<file path="config.mk">
export PLATFORM = sky130hd
export DESIGN_NAME = mont_lsu_port
export DESIGN_NICKNAME = d
export VERILOG_FILES = /design/src/rtl/mont_lsu_pkg.sv /design/src/rtl/mont_lsu_wbuf.sv /design/src/rtl/mont_lsu_port.sv
export SDC_FILE = /design/constraint.sdc
export NUM_CORES = 1
export LEC_CHECK = 0
export CAP_MARGIN = 5
export CORE_AREA = 4 4 178 352
export DETAILED_ROUTE_END_ITERATION = 6
export DIE_AREA = 0 0 182 356
export HOLD_SLACK_MARGIN = 0.03
export SYNTH_ARGS = -nofsm -noshare
export SYNTH_HDL_FRONTEND = slang
export SYNTH_SLANG_ARGS = --single-unit
</file>
<file path="constraint.sdc">
create_clock -name clk -period 7.3 [get_ports clk]
set_input_delay 0.73 -clock clk [delete_from_list [all_inputs] [get_ports clk]]
set_output_delay 0.73 -clock clk [all_outputs]
set_load 0.005 [all_outputs]
</file>
<file path="src/rtl/mont_lsu_pkg.sv">
// Shared FSM states, base-register indices, access-size codes and the byte-enable
// helper used by the Montgomery multiplier LSU port.
package mont_lsu_pkg;

   typedef enum logic [2:0] {
      ST_IDLE,
      ST_WR_REQ,
      ST_RD_REQ,
      ST_RD_WAIT,
      ST_RD_DONE
   } lsu_state_e;

   localparam logic [1:0] BASE_OP_A   = 2'd0;
   localparam logic [1:0] BASE_OP_B   = 2'd1;
   localparam logic [1:0] BASE_MOD    = 2'd2;
   localparam logic [1:0] BASE_RESULT = 2'd3;

   // Same encoding as the core's load/store size field.
   localparam logic [1:0] DATA_WORD     = 2'b00;
   localparam logic [1:0] DATA_HALFWORD = 2'b01;
   localparam logic [1:0] DATA_BYTE     = 2'b10;

   localparam int WBUF_ENTRY_W = 68;

   typedef struct packed {
      logic [31:0] addr;
      logic [31:0] wdata;
      logic [3:0]  be;
   } wbuf_entry_t;

   function automatic logic [3:0] byte_enable(input logic [1:0] acc_type,
                                              input logic [1:0] lane);
      case (acc_type)
         DATA_BYTE:     byte_enable = 4'b0001 << lane;
         DATA_HALFWORD: byte_enable = lane[1] ? 4'b1100 : 4'b0011;
         default:       byte_enable = 4'b1111;
      endcase
   endfunction

endpackage

</file>
<file path="src/rtl/mont_lsu_wbuf.sv">
// Posted-write FIFO for the LSU port: DEPTH entries of {addr, wdata, be}.
// Exposes the head and the entry behind it so the drain can issue back-to-back.
module mont_lsu_wbuf
   import mont_lsu_pkg::*;
#(
   parameter int DEPTH = 4
) (
   input  logic                    clk,
   input  logic                    rst,
   input  logic                    push,
   input  logic                    pop,
   input  logic [WBUF_ENTRY_W-1:0] push_data,
   output logic                    full,
   output logic                    empty,
   output logic                    last,
   output logic [WBUF_ENTRY_W-1:0] head,
   output logic [WBUF_ENTRY_W-1:0] second
);

   localparam int AW = $clog2(DEPTH);

   logic [WBUF_ENTRY_W-1:0] mem [DEPTH];
   logic [AW-1:0]           wr_ptr;
   logic [AW-1:0]           rd_ptr;
   logic [AW-1:0]           rd_ptr_nxt;
   logic [AW:0]             count;
   logic                    do_push;
   logic                    do_pop;

   assign do_push    = push && !full;
   assign do_pop     = pop && !empty;
   assign rd_ptr_nxt = rd_ptr + AW'(1);

   assign full   = (count == (AW+1)'(DEPTH));
   assign empty  = (count == '0);
   assign last   = (count == (AW+1)'(1));
   assign head   = mem[rd_ptr];
   assign second = mem[rd_ptr_nxt];

   // NOTE: state registers use non-blocking assignments so every flop samples
   // pre-edge values regardless of the order processes are evaluated in.
   always_ff @(posedge clk or posedge rst) begin
      if (rst) begin
         wr_ptr <= '0;
         rd_ptr <= '0;
         count  <= '0;
      end else begin
         if (do_push) wr_ptr <= wr_ptr + AW'(1);
         if (do_pop)  rd_ptr <= rd_ptr_nxt;
         case ({do_push, do_pop})
            2'b10:   count <= count + (AW+1)'(1);
            2'b01:   count <= count - (AW+1)'(1);
            default: count <= count;
         endcase
      end
   end

   // NOTE: the storage array is deliberately not reset; the pointers and count
   // define which entries are valid, so a flush only needs to clear those.
   always_ff @(posedge clk) begin
      if (do_push) mem[wr_ptr] <= push_data;
   end

endmodule

</file>
<file path="src/rtl/mont_lsu_port.sv">
// LSU responder for the Montgomery multiplier: base+offset addressing, posted writes,
// single-word reads. Define MONT_LSU_SUBWORD_EN to honour halfword/byte accesses.
module mont_lsu_port
   import mont_lsu_pkg::*;
#(
   parameter int WBUF_DEPTH = 4
) (
   input  logic        clk,
   input  logic        rst,
   input  logic        base_we,
   input  logic [1:0]  base_sel,
   input  logic [31:0] base_data,
   input  logic        acc_ren,
   input  logic        acc_wen,
   input  logic [1:0]  acc_type,
   input  logic [31:0] acc_addr_offset,
   input  logic [1:0]  acc_op_sel,
   input  logic [31:0] acc_wdata,
   output logic        acc_done,
   output logic [31:0] acc_rdata,
   output logic        dmem_req,
   output logic        dmem_we,
   output logic [31:0] dmem_addr,
   output logic [3:0]  dmem_be,
   output logic [31:0] dmem_wdata,
   input  logic        dmem_gnt,
   input  logic        dmem_rvalid,
   input  logic [31:0] dmem_rdata,
   output logic        wbuf_overflow,
   output logic        idle
);

   lsu_state_e  state_q, state_d;
   logic [31:0] base_q [4];
   logic [31:0] addr;
   logic [3:0]  req_be;
   logic [31:0] req_wdata;
   logic [31:0] rd_aligned;

   logic        push, pop;
   logic        wbuf_full, wbuf_empty, wbuf_last;
   wbuf_entry_t push_entry, head_e, second_e;

   logic        req_d, we_d, rd_capture;
   logic [31:0] addr_d, wdata_d;
   logic [3:0]  be_d;

   always_ff @(posedge clk or posedge rst) begin
      if (rst) begin
         for (int i = 0; i < 4; i++) base_q[i] <= '0;
      end else if (base_we) begin
         base_q[base_sel] <= base_data;
      end
   end

   assign addr = base_q[acc_op_sel] + acc_addr_offset;

`ifdef MONT_LSU_SUBWORD_EN
   logic [1:0]  rd_lane_q, rd_type_q;
   logic [31:0] rd_shifted;

   assign req_be = byte_enable(acc_type, addr[1:0]);

   always_comb begin
      case (acc_type)
         DATA_BYTE:     req_wdata = {4{acc_wdata[7:0]}};
         DATA_HALFWORD: req_wdata = {2{acc_wdata[15:0]}};
         default:       req_wdata = acc_wdata;
      endcase
   end

   always_ff @(posedge clk or posedge rst) begin
      if (rst) begin
         rd_lane_q <= '0;
         rd_type_q <= DATA_WORD;
      end else if (state_q == ST_IDLE && state_d == ST_RD_REQ) begin
         rd_lane_q <= addr[1:0];
         rd_type_q <= acc_type;
      end
   end

   always_comb begin
      rd_shifted = dmem_rdata >> {rd_lane_q, 3'b000};
      case (rd_type_q)
         DATA_BYTE:     rd_aligned = {24'h0, rd_shifted[7:0]};
         DATA_HALFWORD: rd_aligned = {16'h0, rd_shifted[15:0]};
         default:       rd_aligned = dmem_rdata;
      endcase
   end
`else
   logic unused_subword;

   assign req_be         = 4'hF;
   assign req_wdata      = acc_wdata;
   assign rd_aligned     = dmem_rdata;
   assign unused_subword = ^{acc_type, addr[1:0]};
`endif

   assign push       = acc_wen && !wbuf_full;
   assign push_entry = '{addr: {addr[31:2], 2'b00}, wdata: req_wdata, be: req_be};

   mont_lsu_wbuf #(.DEPTH(WBUF_DEPTH)) u_wbuf (
      .clk       (clk),
      .rst       (rst),
      .push      (push),
      .pop       (pop),
      .push_data (push_entry),
      .full      (wbuf_full),
      .empty     (wbuf_empty),
      .last      (wbuf_last),
      .head      (head_e),
      .second    (second_e)
   );

   // NOTE: every signal driven here gets a default first, so no path can leave
   // one unassigned and infer a latch.
   always_comb begin
      state_d    = state_q;
      pop        = 1'b0;
      rd_capture = 1'b0;
      req_d      = dmem_req;
      we_d       = dmem_we;
      addr_d     = dmem_addr;
      be_d       = dmem_be;
      wdata_d    = dmem_wdata;
      case (state_q)
         ST_IDLE: begin
            if (!wbuf_empty) begin
               state_d = ST_WR_REQ;
               req_d   = 1'b1;
               we_d    = 1'b1;
               addr_d  = head_e.addr;
               wdata_d = head_e.wdata;
               be_d    = head_e.be;
            end else if (acc_ren && !push) begin
               state_d = ST_RD_REQ;
               req_d   = 1'b1;
               we_d    = 1'b0;
               addr_d  = {addr[31:2], 2'b00};
               be_d    = req_be;
            end
         end
         ST_WR_REQ: begin
            if (dmem_gnt) begin
               pop = 1'b1;
               if (wbuf_last && !push) begin
                  state_d = ST_IDLE;
                  req_d   = 1'b0;
                  we_d    = 1'b0;
               end else begin
                  // The next head is either the queued entry behind the current one,
                  // or the entry being pushed this very cycle.
                  addr_d  = wbuf_last ? push_entry.addr  : second_e.addr;
                  wdata_d = wbuf_last ? push_entry.wdata : second_e.wdata;
                  be_d    = wbuf_last ? push_entry.be    : second_e.be;
               end
            end
         end
         ST_RD_REQ: begin
            if (dmem_gnt) begin
               state_d = ST_RD_WAIT;
               req_d   = 1'b0;
            end
         end
         ST_RD_WAIT: begin
            if (dmem_rvalid) begin
               state_d    = ST_RD_DONE;
               rd_capture = 1'b1;
            end
         end
         ST_RD_DONE: state_d = ST_IDLE;
         default:    state_d = ST_IDLE;
      endcase
   end

   always_ff @(posedge clk or posedge rst) begin
      if (rst) begin
         state_q       <= ST_IDLE;
         dmem_req      <= 1'b0;
         dmem_we       <= 1'b0;
         dmem_addr     <= '0;
         dmem_be       <= '0;
         dmem_wdata    <= '0;
         acc_rdata     <= '0;
         wbuf_overflow <= 1'b0;
      end else begin
         state_q    <= state_d;
         dmem_req   <= req_d;
         dmem_we    <= we_d;
         dmem_addr  <= addr_d;
         dmem_be    <= be_d;
         dmem_wdata <= wdata_d;
         if (rd_capture)           acc_rdata     <= rd_aligned;
         if (acc_wen && wbuf_full) wbuf_overflow <= 1'b1;
      end
   end

   assign acc_done = (state_q == ST_RD_DONE);
   assign idle     = (state_q == ST_IDLE) && wbuf_empty && !acc_ren;

endmodule

</file>
### Yosys cells after proc, flatten, opt, wreduce, memory -nomap -nowiden

Memories as Yosys holds them, arrays and structs flattened.
Index checks and enable logic that the tools add are counted.

| storage, ports and cells | value |
|---|---|
| flip-flop bits (word level) | 241 |
| memory bits (writable) | 248 |
| input bits | 141 |
| word-level logic and storage cells | 110 |
| memories | 1 |

Memories:

| name | depth | width | rd ports | clocked after memory_dff | write ports | line | text |
|---|---|---|---|---|---|---|---|
| u_wbuf.mem | 4 | 62 | 2 | 0 | 1 | mont_lsu_wbuf.sv:22 | `logic [WBUF_ENTRY_W-1:0] mem [DEPTH];` |

| operators by class | value |
|---|---|
| add/subtract/negate cells | 5 |
| magnitude comparators | 3 |
| eq/ne operators | 15 |
| multiplexer cells | 46 |
| bitwise logic cells | 2 |
| reductions and logical operators | 23 |

Operators with widths:

| kind | count |
|---|---|
| 2-to-1 mux 32 bit | 12 |
| bitwise mux 128 bit | 1 |
| case mux 32 bit (2 select lines) | 2 |
| binary-select mux 32 bit (select 2 bit) | 1 |
| demux 32 bit (select 2 bit) | 1 |
| adder 32 bit | 1 |
| 2-to-1 mux 4 bit | 5 |
| 2-to-1 mux 3 bit | 6 |
| 2-to-1 mux 1 bit | 13 |
| inequality test 2 bit, second input constant | 6 |
| case mux 3 bit (4 select lines) | 1 |
| AND reduction 4 bit | 3 |
| AND reduction 5 bit | 2 |
| logical AND 1 bit | 9 |
| case mux 4 bit (2 select lines) | 1 |
| equality test 3 x 1 -> 1 bit, second input constant | 2 |
| equality test 3 x 2 -> 1 bit, second input constant | 2 |
| equality test 3 bit, second input constant | 2 |
| greater-or-equal comparator 3 bit, second input constant | 2 |
| zero test 3 bit | 2 |
| NOT 2 -> 3 bit | 2 |
| case mux 3 bit (2 select lines) | 1 |
| adder 2 x 1 -> 2 bit, second input constant | 2 |
| zero test 1 bit | 4 |
| other kinds (10) | 11 |

### Depth between registers and ports, before layout

Gate-level depths: netlist (run 1).

| logic depth | value |
|---|---|
| word-level depth | 9 |
| gate-level depth with buffers | 16 |
| depth with buffers taken out | 13 |

### Cells and area by module

Synthesis (run 1) repeated with hierarchy kept, for this count alone.

| second synthesis, totals | value |
|---|---|
| cells, all modules | 1619 |
| area, all modules | 24165.7 um2 |

Modules (own cells, without submodules):

| module | instances | cells an instance | area an instance (um2) | seq. area each (um2) |
|---|---|---|---|---|
| mont_lsu_port | 1 | 1136 | 12228.0 | 5855.6 |
| mont_lsu_wbuf | 1 | 483 | 11937.7 | 8343.0 |

### Worst setup path before layout (run 1)

No wires, ideal clock.

| timing path | value |
|---|---|
| path kind | input to register |
| from | input acc_op_sel[1] |
| to | memory u_wbuf.mem[0][55] in the netlist's numbering, data pin |
| data arrival time | 3931 ps |
| required time | 7037 ps |
| setup slack | 3106 ps |
| cell stages on the path | 13 |
| buffers on the path | 2 |
| cell sequence | buf_6 clkbuf_1 mux4_2 ha_1 nand3b_1 o221ai_2 a21o_4 a31o_4 a21oi_4 o211ai_1 a2111oi_0 a31oi_1 and2_1 |

| between the ends | value |
|---|---|
| word-level cells in the longest chain between the ends | 5 |

Ends and longest elaborated chain:

| item | line | text |
|---|---|---|
| from (decl) | mont_lsu_port.sv:17 | `input logic [1:0] acc_op_sel,` |
| NOT 2 -> 3 bit (not written as such) | mont_lsu_port.sv:56 | `assign addr = base_q[acc_op_sel] + acc_addr_offset;` |
| binary-select mux 32 bit (select 2 bit) | mont_lsu_port.sv:56 |  |
| 2-to-1 mux 32 bit (not written as such) (2 in series) | mont_lsu_port.sv:56 |  |
| adder 32 bit | mont_lsu_port.sv:56 |  |
| named net addr[25] | mont_lsu_port.sv:35 | `logic [31:0] addr;` |
| to (decl) | mont_lsu_wbuf.sv:22 |  |

The timed path passes the listed nets, and every way through them passes these cells. The select of a mux whose other input is x is not followed.

### Final worst setup path (run 1)

| timing path | value |
|---|---|
| from | input acc_op_sel[0] |
| to | register dmem_addr[30] |

| between the ends | value |
|---|---|
| word-level cells in the longest chain between the ends | 9 |
| elaborated cells on any way between the ends | 11 |

Ends and longest elaborated chain:

| item | line | text |
|---|---|---|
| NOT 2 -> 3 bit (not written as such) * | mont_lsu_port.sv:56 |  |
| binary-select mux 32 bit (select 2 bit) * | mont_lsu_port.sv:56 |  |
| 2-to-1 mux 32 bit (not written as such) * (2 in series) | mont_lsu_port.sv:56 |  |
| adder 32 bit * | mont_lsu_port.sv:56 |  |
| named net addr[30] | mont_lsu_port.sv:35 |  |
| 2-to-1 mux 32 bit | mont_lsu_port.sv:153 | `addr_d = wbuf_last ? push_entry.addr : second_e.addr;` |
| 2-to-1 mux 32 bit | mont_lsu_port.sv:146 | `if (wbuf_last && !push) begin` |
| 2-to-1 mux 32 bit | mont_lsu_port.sv:144 | `if (dmem_gnt) begin` |
| case mux 32 bit (2 select lines) * | mont_lsu_port.sv:126 | `case (state_q)` |
| to (signal assigned) | mont_lsu_port.sv:190 | `dmem_addr <= addr_d;` |
| to (decl) | mont_lsu_port.sv:23 | `output logic [31:0] dmem_addr,` |

Mark *: on every way through the listed nets, which the timed path passes. The rest lies on a longest branch. The select of a mux whose other input is x is not followed.
A chain may end at the register's enable or synchronous reset.

==> results of run 1 <==
-- sequential cells by signal, indices dropped and copies added (netlist names) --
signal / count
state_q: 3
u_wbuf.wr_ptr: 2
u_wbuf.count: 3
dmem_we: 1
dmem_wdata: 32
dmem_req: 1
dmem_addr: 30
acc_rdata: 32
dmem_be: 1
u_wbuf.rd_ptr: 2
base_q: 128
wbuf_overflow: 1
u_wbuf.mem: 248
-- metal layers --
metal  share of wire  routed length [um]  vias up
met5               0                   0        -
met4           0.035                2200        0
met3           0.048                3000      115
met2            0.54               33700      408
met1            0.37               23300     7711
li1                -                   -     6825
-- worst min-delay path, stage by stage (launching register included) --
cell	delay (ns)
dfrtp_1	0.34
nand2_1	0.05
nand2_1	0.05
-- power breakdown --
part / internal, uW / leakage, uW / switching [uW]
combinational: 2180 / 0.00468 / 2550
clock: 1700 / 0.000865 / 1070
sequential: 3810 / 0.00510 / 527
-- through the flow --
stage | total power [uW] | hold WS [ns]
after floorplan | 7290 | 0.466
final | 11800 | 0.472
after detailed placement | 9200 | 0.461
after global routing | 12600 | 0.485
after global placement | 9000 | 0.459
after CTS | 12000 | 0.477
-- Yosys cell counts (17+ instances only) --
cell / number / share of area
nand3_1: 26 / 0.0056
o21ai_0: 71 / 0.015
nor2_1: 44 / 0.0072
buf_1: 24 / 0.0039
a21o_1: 17 / 0.0055
xor2_1: 18 / 0.0068
mux4_2: 129 / 0.13
mux2i_1: 35 / 0.015
nand2_1: 270 / 0.044
dfrtp_1: 236 / 0.26
clkbuf_1: 78 / 0.013
xnor2_1: 17 / 0.0064
ha_1: 39 / 0.021
edfxtp_1: 248 / 0.32
mux2_2: 134 / 0.065
a21oi_1: 117 / 0.025
-- final cells by class --
class,count,share of cell area
flip-flops and latches,484,0.476
multi-input cells,1087,0.330
repair buffers,266,0.0934
clock buffers,61,0.0483
well taps,774,0.0345
clock inverters,25,0.0148
inverters,16,0.00241
diodes,1,0.0000892
-- cells by family (layout without fill, tap and decap cells) --
logic type,Yosys count,after routing
AOI/OAI and AO/OA,307,307
xor gates and xnor gates,35,35
adders and majority gates,39,39
buffers and inverters,132,368
DFF,484,484
muxes,298,298
other,1,3
and+or+nand+nor,406,406
-- worst min path at each step --
stage,start,end,cells past startpoint
finish,acc_rdata[15],acc_rdata[15],2
global route,dmem_addr[23],dmem_addr[23],1
CTS,acc_rdata[6],acc_rdata[6],2
detailed placement,acc_rdata[15],acc_rdata[15],2
global placement,acc_rdata[20],acc_rdata[20],2
floorplan,wbuf_overflow,wbuf_overflow,1
==> impl_metrics.yaml, run 1 <==
clock_tree:
  cts_resized: 0
  post_cts_setup_buffers: 0
  clk_latency_ns: 0.58
  cts.sinks: 484
  tritoncts_clock_tree: "yes"
  hold_buffers: 0
  clk_pin_slew_worst_paths_ns: 0.07
  h-tree-depth: 2
  ctsLongestPathBuffers: 3
  clock-root-buffer: "clkbuf_16"
  cts_buffer_count: 46
floorplanning:
  floorplan.rows: 127
  core_sq_um: 59900
  die_height_um: 356
  dieWidth_um: 182
  die-area_sq_um: 64800
  start_util: 0.385
  design.portCount: 246
worst_setup_path:
  reg_to_reg_critical_path_endpoint: "dmem_addr[30]"
  worstSetupEndpointType: "register"
  crit_end: "dmem_addr[30]"
  worstReg2RegStart: "base_q[12]"
  standard_cell_with_the_maximum_stage_delay_on_the_critical_path: "o21ai_1"
  cp_num_cells: 14
  cell_repeated_most_along_the_worst_path: "o21ai_0"
  crit_start: "acc_op_sel[0]"
  critical_path_arrival_ns: 4.77
  critPathMaxStageDelay_ns: 0.51
  ff2ff_path_depth: 12
  cp_max_fo: 33
  cp-start-kind: "input pin"
  timing.critical_path.max_delay_family: "compound AO/OA/AOI/OAI gates"
  ff2ff_setup_slack_ns: 3.65
  crit_path_cell_trace: "clkdlybuf4s50_1, buf_4, mux4_2, ha_1, o21a_1, nor2_1, o21ai_0, nor2b_1, a21o_1, a21oi_1, o21ai_1, xor2_1, o21ai_0, nand2_1"
  worst_ep_required_time_ns: 7.77
  critPathBufInv: 2
  setup.worst_path.class: "in2reg"
logic_synthesis:
  synth_cell_type_count: 65
  yosys.area_share.simple: 0.0747
  synth_sequential_area_ratio: 0.578
  synth.mux.area_fraction: 0.206
  asyncSetResetFlopFracSynth: 0.488
  synth_area_per_cell_sq_um: 13.6
  yosysWarningCount: 0
  synth_compound_gate_area_share: 0.0830
  synth_top_family_by_area: "multiplexers"
  yosys_most_used_dff: "edfxtp_1"
  synthXorXnorAreaFrac: 0.0133
  synthCells: 1702
  ys_seq_elements: 484
  synth_enable_flop_cells: 248
  synthesized_area_sq_um: 23100
  post_synth_fa_ha_maj_area_fraction: 0.0211
place:
  dp_hpwl_um: 41700
  post-place-cells: 2627
  place_worst_setup_slack_ns: 2.43
  detailed_place.area_sq_um: 26300
  numPortBuffers: 241
  gp_congestion: 0.855
cells_and_area:
  mostFrequentLayoutCells: "269 x nand2_1, 248 x edfxtp_1, 240 x clkdlybuf4s50_1, 234 x dfrtp_1, 134 x mux2_2"
  finish.cell_count_without_fillers: 2714
  multi_input_comb_area_sq_um: 9270
  drive_above_1_share: 0.202
  final_core_util: 0.468
  syn2layout_area_growth_pct: 21.5
  post_route_design_area_sq_um: 28100
  num-nets-final: 2081
  mostFrequentLayoutCell: "nand2_1"
  area_taken_by_flip_flops_and_latches_sq_um: 13400
  fill_cells: 5262
grt:
  met1_usage: 0.213
  antenna_violations_before_repair: 2
  largest_net_degree_at_the_start_of_global_routing: 145
  grt_first_pass_wirelength_um: 95000
  grtUsageMet2: 0.353
  met3_capacity_usage_during_global_routing: 0.0307
  grt_remaining_overflow: 0
  groute.usage.overall: 0.188
  vias_in_the_first_global_route: 16100
  most_used_layer_global_route: "met2"
timing:
  hold_viol: 0
  timing.clock.skew_ns: 0.00897
  clock.fmax_ghz: 0.232
  min_period_ns: 4.30
  worst_pin_slew_ns: 0.998
  finalSetupTns_ns: 0
  setup_viol_count_final: 0
  unrepaired_setup_endpoints_after_global_routing: "false"
  final.period_utilization: 0.589
  postLayoutSetupSlackWorst_ns: 3.00
  timing.max_slew.rel_slack: 0.335
  finalMaxSlewViolations: 0
outcome:
  outcome: "finished, final reports clean"
drt:
  vias_cell: 5.55
  drc_errors: 0
  wl_per_cell_um: 22.9
  antenna_left: 0
  routed-via-count: 15100
  drt_first_iter_violations: 767
  overall_routed_net_length_um: 62300
  number_of_iterations_in_the_first_detailed_routing_pass: 7
worst_hold_path:
  class_of_the_tightest_hold_or_removal_check: "reg2reg"
pwr:
  power.static_leakage_uw: 0.0106
  p_per_area_nw_per_um2: 422
  vdd_ir_drop_max_mv: 0.275
flow_run:
  maxCapViolations: 0
(Power assumes the default switching activity.)
==> run 2: changes to the inputs <==
clock period = 3.9 ns   (was 7.3 ns; I/O delays follow)
==> run 2 against run 1 <==
  * Non-clock buffer count grew 38
  * Sequential power rose by 85%
  * Sequential cell count unchanged
  * Clock power increased by 58%
  * First-iteration DRC count up 9.5%
  * Core utilization grew 0.054 points
  * Worst hold slack lost 0.16 ns
  * Routed wire length up 0.35%
  * Design area up 0.12%
  * Critical path depth fell by 1
  * Critical path type is now reg2reg
  * Largest power group unchanged
  * Highest routed layer unchanged
==> impl_metrics.yaml, run 2 (same netlist as run 1, synthesis figures left out) <==
outcome:
  outcome: "finished, final reports clean"
cells_and_area:
  antenna-diode-count: 0
  drive_above_1_share: 0.209
  syn2layout_area_growth_pct: 21.6
  finish.cell_count_without_fillers: 2750
  num-nets-final: 2119
  fill_cells: 5280
  mostFrequentLayoutCell: "nand2_1"
  mostFrequentLayoutCells: "269 x nand2_1, 248 x edfxtp_1, 239 x clkdlybuf4s50_1, 234 x dfrtp_1, 134 x mux2_2"
  final_core_util: 0.469
  largest-register: "u_wbuf.mem"
  largestRegisters: "u_wbuf.mem: 248 flops, base_q: 128 flops"
  post_route_design_area_sq_um: 28100
  largest_reg_flops: 248
clock_tree:
  ctsLongestPathBuffers: 3
  cts_buffer_count: 46
  clock-root-buffer: "clkbuf_16"
  cts_resized: 0
  cts.sinks: 484
  h-tree-depth: 2
  clk_pin_slew_worst_paths_ns: 0.06
  hold_buffers: 0
  clk_latency_ns: 0.60
  tritoncts_clock_tree: "yes"
  post_cts_setup_buffers: 0
worst_setup_path:
  setup.worst_path.class: "reg2reg"
  cp-start-kind: "register"
  worst_ep_required_time_ns: 4.40
  critPathMaxStageDelay_ns: 0.48
  critical_path_arrival_ns: 4.11
  critPathBufInv: 1
  cp_max_fo: 6
  reg_to_reg_critical_path_endpoint: "dmem_addr[24]"
  timing.critical_path.max_delay_family: "compound AO/OA/AOI/OAI gates"
  ff2ff_path_depth: 13
  worstReg2RegStart: "base_q[1]"
  standard_cell_with_the_maximum_stage_delay_on_the_critical_path: "xnor2_1"
  ff2ff_setup_slack_ns: 0.29
  crit_path_cell_trace: "mux4_2, ha_1, nand3b_1, o221ai_2, a21o_4, a31o_4, a21oi_4, o211ai_1, buf_4, a21oi_1, xnor2_1, a21oi_1, o211ai_1"
  worstSetupEndpointType: "register"
drt:
  drc_errors: 0
  routed-via-count: 15100
  antenna_left: 0
  overall_routed_net_length_um: 62500
  wl_per_cell_um: 22.7
  vias_cell: 5.50
  drt_first_iter_violations: 840
  number_of_iterations_in_the_first_detailed_routing_pass: 5
timing:
  finalSetupTns_ns: 0
  clock.fmax_ghz: 0.277
  min_period_ns: 3.61
  unrepaired_setup_endpoints_after_global_routing: "false"
  hold_viol: 0
  final.period_utilization: 0.926
  setup_viol_count_final: 0
  timing.max_slew.rel_slack: 0.199
  finalMaxSlewViolations: 0
  timing.clock.skew_ns: 0.0293
  worst_pin_slew_ns: 1.20
floorplanning:
  core_sq_um: 59900
  start_util: 0.385
  die_height_um: 356
  die-area_sq_um: 64800
  dieWidth_um: 182
  floorplan.rows: 127
  design.portCount: 246
worst_hold_path:
  class_of_the_tightest_hold_or_removal_check: "in2async"
pwr:
  power.static_leakage_uw: 0.0107
  power.total_uw: 21600
  p_per_area_nw_per_um2: 768
  vdd_ir_drop_max_mv: 0.441
grt:
  grt_remaining_overflow: 0
  groute.usage.overall: 0.191
  largest_net_degree_at_the_start_of_global_routing: 96
  antenna_violations_before_repair: 1
  grt_first_pass_wirelength_um: 96300
  vias_in_the_first_global_route: 16100
flow_run:
  maxCapViolations: 0
place:
  detailed_place.area_sq_um: 26600
  gp_congestion: 0.858
  dp_hpwl_um: 43000
  numPortBuffers: 241
  post-place-cells: 2665
## run 2: changes by cell type in the layout (fill, tap and decap cells not counted), moves of 2 or more
| cell | before | now |
|---|---|---|
| clkinv_1 | 4 | 6 |
| clkbuf_1 | 4 | 19 |
| clkinv_2 | 5 | 0 |
| bufinv_16 | 11 | 1 |
| clkinv_8 | 0 | 2 |
| inv_8 | 2 | 0 |
| buf_12 | 2 | 8 |
| clkbuf_8 | 6 | 8 |
| clkbuf_16 | 50 | 47 |
| buf_4 | 23 | 55 |
## run 2: cell type report
class / count / area, sq um / area share
repair buffers: 304 / 2980 / 0.106
flip-flops and latches: 484 / 13400 / 0.476
multi-input cells: 1087 / 9260 / 0.330
clock buffers: 74 / 1360 / 0.0483
inverters: 16 / 63.8 / 0.00227
clock inverters: 11 / 101 / 0.00361
well taps: 774 / 968 / 0.0345
## run 2: worst reg2reg max path: stages (launching register included)
cell      delay, ns
dfrtp_1        0.38
mux4_2         0.47
ha_1           0.32
nand3b_1       0.11
o221ai_2       0.34
a21o_4         0.22
a31o_4         0.18
a21oi_4        0.09
o211ai_1       0.36
buf_4          0.20
a21oi_1        0.07
xnor2_1        0.48
a21oi_1        0.14
o211ai_1       0.18
## run 2: stage by stage
stage | hold slack, ns | setup slack [ns]
floorplan | 0.466 | 0.0460
global placement | 0.458 | 0.0661
detailed placement | 0.461 | -0.00379
CTS | 0.290 | 0.298
global route | 0.317 | 0.130
finish | 0.317 | 0.289
## run 2: layer usage
metal | share of wire | GRT usage | up-vias
li1 | - | - | 6875
met1 | 0.37 | 0.218 | 7700
met2 | 0.54 | 0.357 | 438
met3 | 0.050 | 0.0287 | 117
met4 | 0.036 | 0.0705 | 0
met5 | 0 | 0 | -
## run 2: how the worst max path moves through the flow
| stage | slack [ns] | depth (start not counted) | from | to |
|---|---|---|---|---|
| 6_report | 0.29 | 13 | base_q[1] | dmem_addr[24] |
| 3_5_place_dp | -0.004 | 15 | acc_op_sel[1] | dmem_addr[24] |
| 3_3_place_gp | 0.07 | 15 | acc_op_sel[1] | dmem_addr[24] |
| 2_1_floorplan | 0.05 | 13 | acc_op_sel[1] | u_wbuf.mem[0][55] |
| 4_1_cts | 0.30 | 13 | base_q[1] | dmem_addr[24] |
| 5_1_grt | 0.13 | 13 | base_q[1] | dmem_addr[24] |
## run 2: where the power goes
group,switching [uW],internal (uW)
combinational,4880,4250
sequential,920,7130
clock,1940,2450
==> run 3: changes to the inputs <==
--- a/config.mk
+++ b/config.mk
@@ -6,8 +6,9 @@
 export NUM_CORES = 1
 export LEC_CHECK = 0
+export ABC_AREA = 1
 export CAP_MARGIN = 5
-export CORE_AREA = 4 4 178 352
+export CORE_AREA = 4 4 181 359
 export DETAILED_ROUTE_END_ITERATION = 6
-export DIE_AREA = 0 0 182 356
+export DIE_AREA = 0 0 185 363
 export HOLD_SLACK_MARGIN = 0.03
 export SYNTH_ARGS = -nofsm -noshare
==> constraint.sdc (replaced) <==
create_clock -name clk -period 3.9 [get_ports clk]
set_input_delay 0.39 -clock clk [delete_from_list [all_inputs] [get_ports clk]]
set_output_delay 0.39 -clock clk [all_outputs]
set_load 0.1 [all_outputs]
==> run 3 against run 2 <==
  * Combinational power up 48%
  * Critical endpoint is now u_wbuf.mem[0][59]
  * Largest power group unchanged
  * Maximum frequency grew 18%
  * Worst setup slack better by 0.56 ns
  * Synthesized cell count grew 57%
  * Sequential power is 4.1% lower
  * First-iteration DRC count increased by 93%
  * Clock power is 5.2% higher
  * Die area is 3.6% higher
  * Clock skew is 0.011 ns lower
==> impl_metrics.yaml, run 3 <==
outcome:
  outcome: "finished, final reports clean"
grt:
  vias_in_the_first_global_route: 21100
  largest_net_degree_at_the_start_of_global_routing: 101
  antenna_violations_before_repair: 1
  grt_remaining_overflow: 0
  grt_first_pass_wirelength_um: 116000
  groute.usage.overall: 0.219
worst_setup_path:
  cp-start-kind: "input pin"
  setup.worst_path.class: "in2reg"
  cp_max_fo: 9
  critical_path_arrival_ns: 3.37
  worstSetupEndpointType: "register"
  ff2ff_path_depth: 7
  worst_ep_required_time_ns: 4.22
drt:
  routed-via-count: 20500
  antenna_left: 0
  drt_first_iter_violations: 1617
  overall_routed_net_length_um: 75600
  number_of_iterations_in_the_first_detailed_routing_pass: 6
  drc_errors: 0
  wl_per_cell_um: 20.2
  vias_cell: 5.49
cells_and_area:
  largest-register: "u_wbuf.mem"
  area_taken_by_flip_flops_and_latches_sq_um: 13400
  largestRegisters: "u_wbuf.mem: 248 flops, base_q: 128 flops"
  largest_reg_flops: 248
  finish.cell_count_without_fillers: 3734
  final_core_util: 0.470
  fill_cells: 5886
  syn2layout_area_growth_pct: 21.0
  num-nets-final: 3089
  mostFrequentLayoutCells: "642 x nand2_1, 381 x o21ai_0, 248 x edfxtp_1, 238 x clkdlybuf4s50_1, 234 x dfrtp_1"
  mostFrequentLayoutCell: "nand2_1"
  drive_above_1_share: 0.0804
  multi_input_comb_area_sq_um: 9180
worst_hold_path:
  class_of_the_tightest_hold_or_removal_check: "in2async"
timing:
  timing.max_slew.rel_slack: 0.232
  finalMaxSlewViolations: 0
  clock.fmax_ghz: 0.328
  unrepaired_setup_endpoints_after_global_routing: "false"
  hold_viol: 0
  setup_viol_count_final: 0
  min_period_ns: 3.05
  worst_pin_slew_ns: 1.15
  final.period_utilization: 0.782
  worst_hold_slack_ns: 0.250
  timing.clock.skew_ns: 0.0188
clock_tree:
  h-tree-depth: 2
  post_cts_setup_buffers: 0
  clk_latency_ns: 0.58
  cts_resized: 0
  clk_pin_slew_worst_paths_ns: 0.06
  ctsLongestPathBuffers: 3
  clock-root-buffer: "clkbuf_16"
  cts_buffer_count: 47
  tritoncts_clock_tree: "yes"
  hold_buffers: 0
  cts.sinks: 484
floorplanning:
  core_sq_um: 62000
  dieWidth_um: 185
  die-area_sq_um: 67200
  die_height_um: 363
  design.portCount: 246
  start_util: 0.389
  floorplan.rows: 129
logic_synthesis:
  yosys.area.top_type_share: 0.309
  synth_enable_flop_cells: 248
  yosys_most_used_dff: "edfxtp_1"
  synthesized_area_sq_um: 24100
  yosysTopAreaCell: "edfxtp_1"
  largest_cells_by_area_after_synthesis: "edfxtp_1 31%, dfrtp_1 25%, nand2_1 10%, o21ai_0 7.9%, inv_1 3.4%"
  synth_area_per_cell_sq_um: 8.99
  synthCells: 2679
  synthTopCellsByCount: "644 x nand2_1, 381 x o21ai_0, 248 x edfxtp_1"
  asyncSetResetFlopFracSynth: 0.488
  synth_sequential_area_ratio: 0.554
  yosysWarningCount: 0
  yosysMostFrequentCell: "nand2_1"
  synth_cell_type_count: 53
  ys_seq_elements: 484
pwr:
  power.static_leakage_uw: 0.0121
  vdd_ir_drop_max_mv: 0.417
  p_per_area_nw_per_um2: 885
place:
  post-place-cells: 3646
  numPortBuffers: 241
  dp_hpwl_um: 50300
  gp_congestion: 0.927
flow_run:
  maxCapViolations: 0
[run 3: cell types whose count changed in the layout (fill, tap and decap cells not counted), moves of 35 or more]
cell / previous run / this run
nand2_1: 269 / 642
inv_1: 15 / 215
o21ai_0: 71 / 381
o211ai_1: 12 / 72
a31oi_1: 12 / 59
nand3_1: 26 / 87
mux2i_1: 35 / 0
mux4_2: 129 / 0
nor2_1: 44 / 175
mux2_2: 134 / 0
buf_4: 55 / 98
[run 3: layer usage]
layer,vias to the layer above,share of wire,GRT usage
li1,9664,-,-
met5,-,0,0
met4,0,0.040,0.0908
met3,175,0.054,0.0266
met1,9928,0.38,0.250
met2,715,0.53,0.407
[run 3: final cells by class]
cell class              count  share of cell area
multi-input cells        1807               0.315
repair buffers            342               0.111
clock buffers              66              0.0460
clock inverters            21             0.00682
flip-flops and latches    484               0.458
well taps                 786              0.0337
diodes                      1           0.0000858
inverters                 227              0.0294
[run 3: critical path, cell delays in order]
cell and delay [ns]:
clkdlybuf4s50_1 0.59, inv_1 0.09, buf_4 0.19, buf_4 0.16
o21ai_0 0.07, o22ai_1 0.12, ha_1 0.36, a21oi_1 0.25
o21ai_0 0.12, a21oi_1 0.12, nand2_1 0.15, nand2_1 0.12
nand2_1 0.13, nand2_1 0.15, nand3_1 0.15, and2_1 0.22
[run 3: per-stage QoR]
| step | TNS, ns | cell area, sq um | setup WS (ns) | power (uW) |
|---|---|---|---|---|
| floorplan | -51.71 | 24100 | -0.209 | 17400 |
| global placement | 0 | 27600 | 0.293 | 20900 |
| detailed placement | 0 | 27600 | 0.287 | 21300 |
| CTS | 0 | 29100 | 0.902 | 26000 |
| global route | 0 | 29100 | 0.614 | 27300 |
| finish | 0 | 29200 | 0.851 | 25800 |
[run 3: where the power goes]
group	switching, uW	internal [uW]	leakage (uW)
Sequential	765	6950	0.00512
Combinational	9840	3630	0.00620
Clock	1970	2660	0.000765
[run 3: cells by family (layout without fill, tap and decap cells)]
group	Yosys count	in the layout	synth area share
other cells	1	3	0.000156
xor+xnor	20	20	0.00852
buf+inv	389	656	0.0666
simple gates	964	964	0.161
fa+ha+maj	39	39	0.0203
compound gates	782	782	0.189
flops	484	484	0.554
[run 3: path summary, 6_finish.rpt]
kind / from / endpoint / slack [ns]
min: rst / base_q[91] / 0.25
min reg2reg: base_q[48] / base_q[48] / 0.48
min in group clk: dmem_rdata[3] / acc_rdata[3] / 0.34
max: acc_op_sel[1] / u_wbuf.mem[0][59] / 0.85
max reg2reg: u_wbuf.rd_ptr[1] / dmem_addr[18] / 1.13
max in group asynchronous: rst / acc_rdata[26] / 2.63
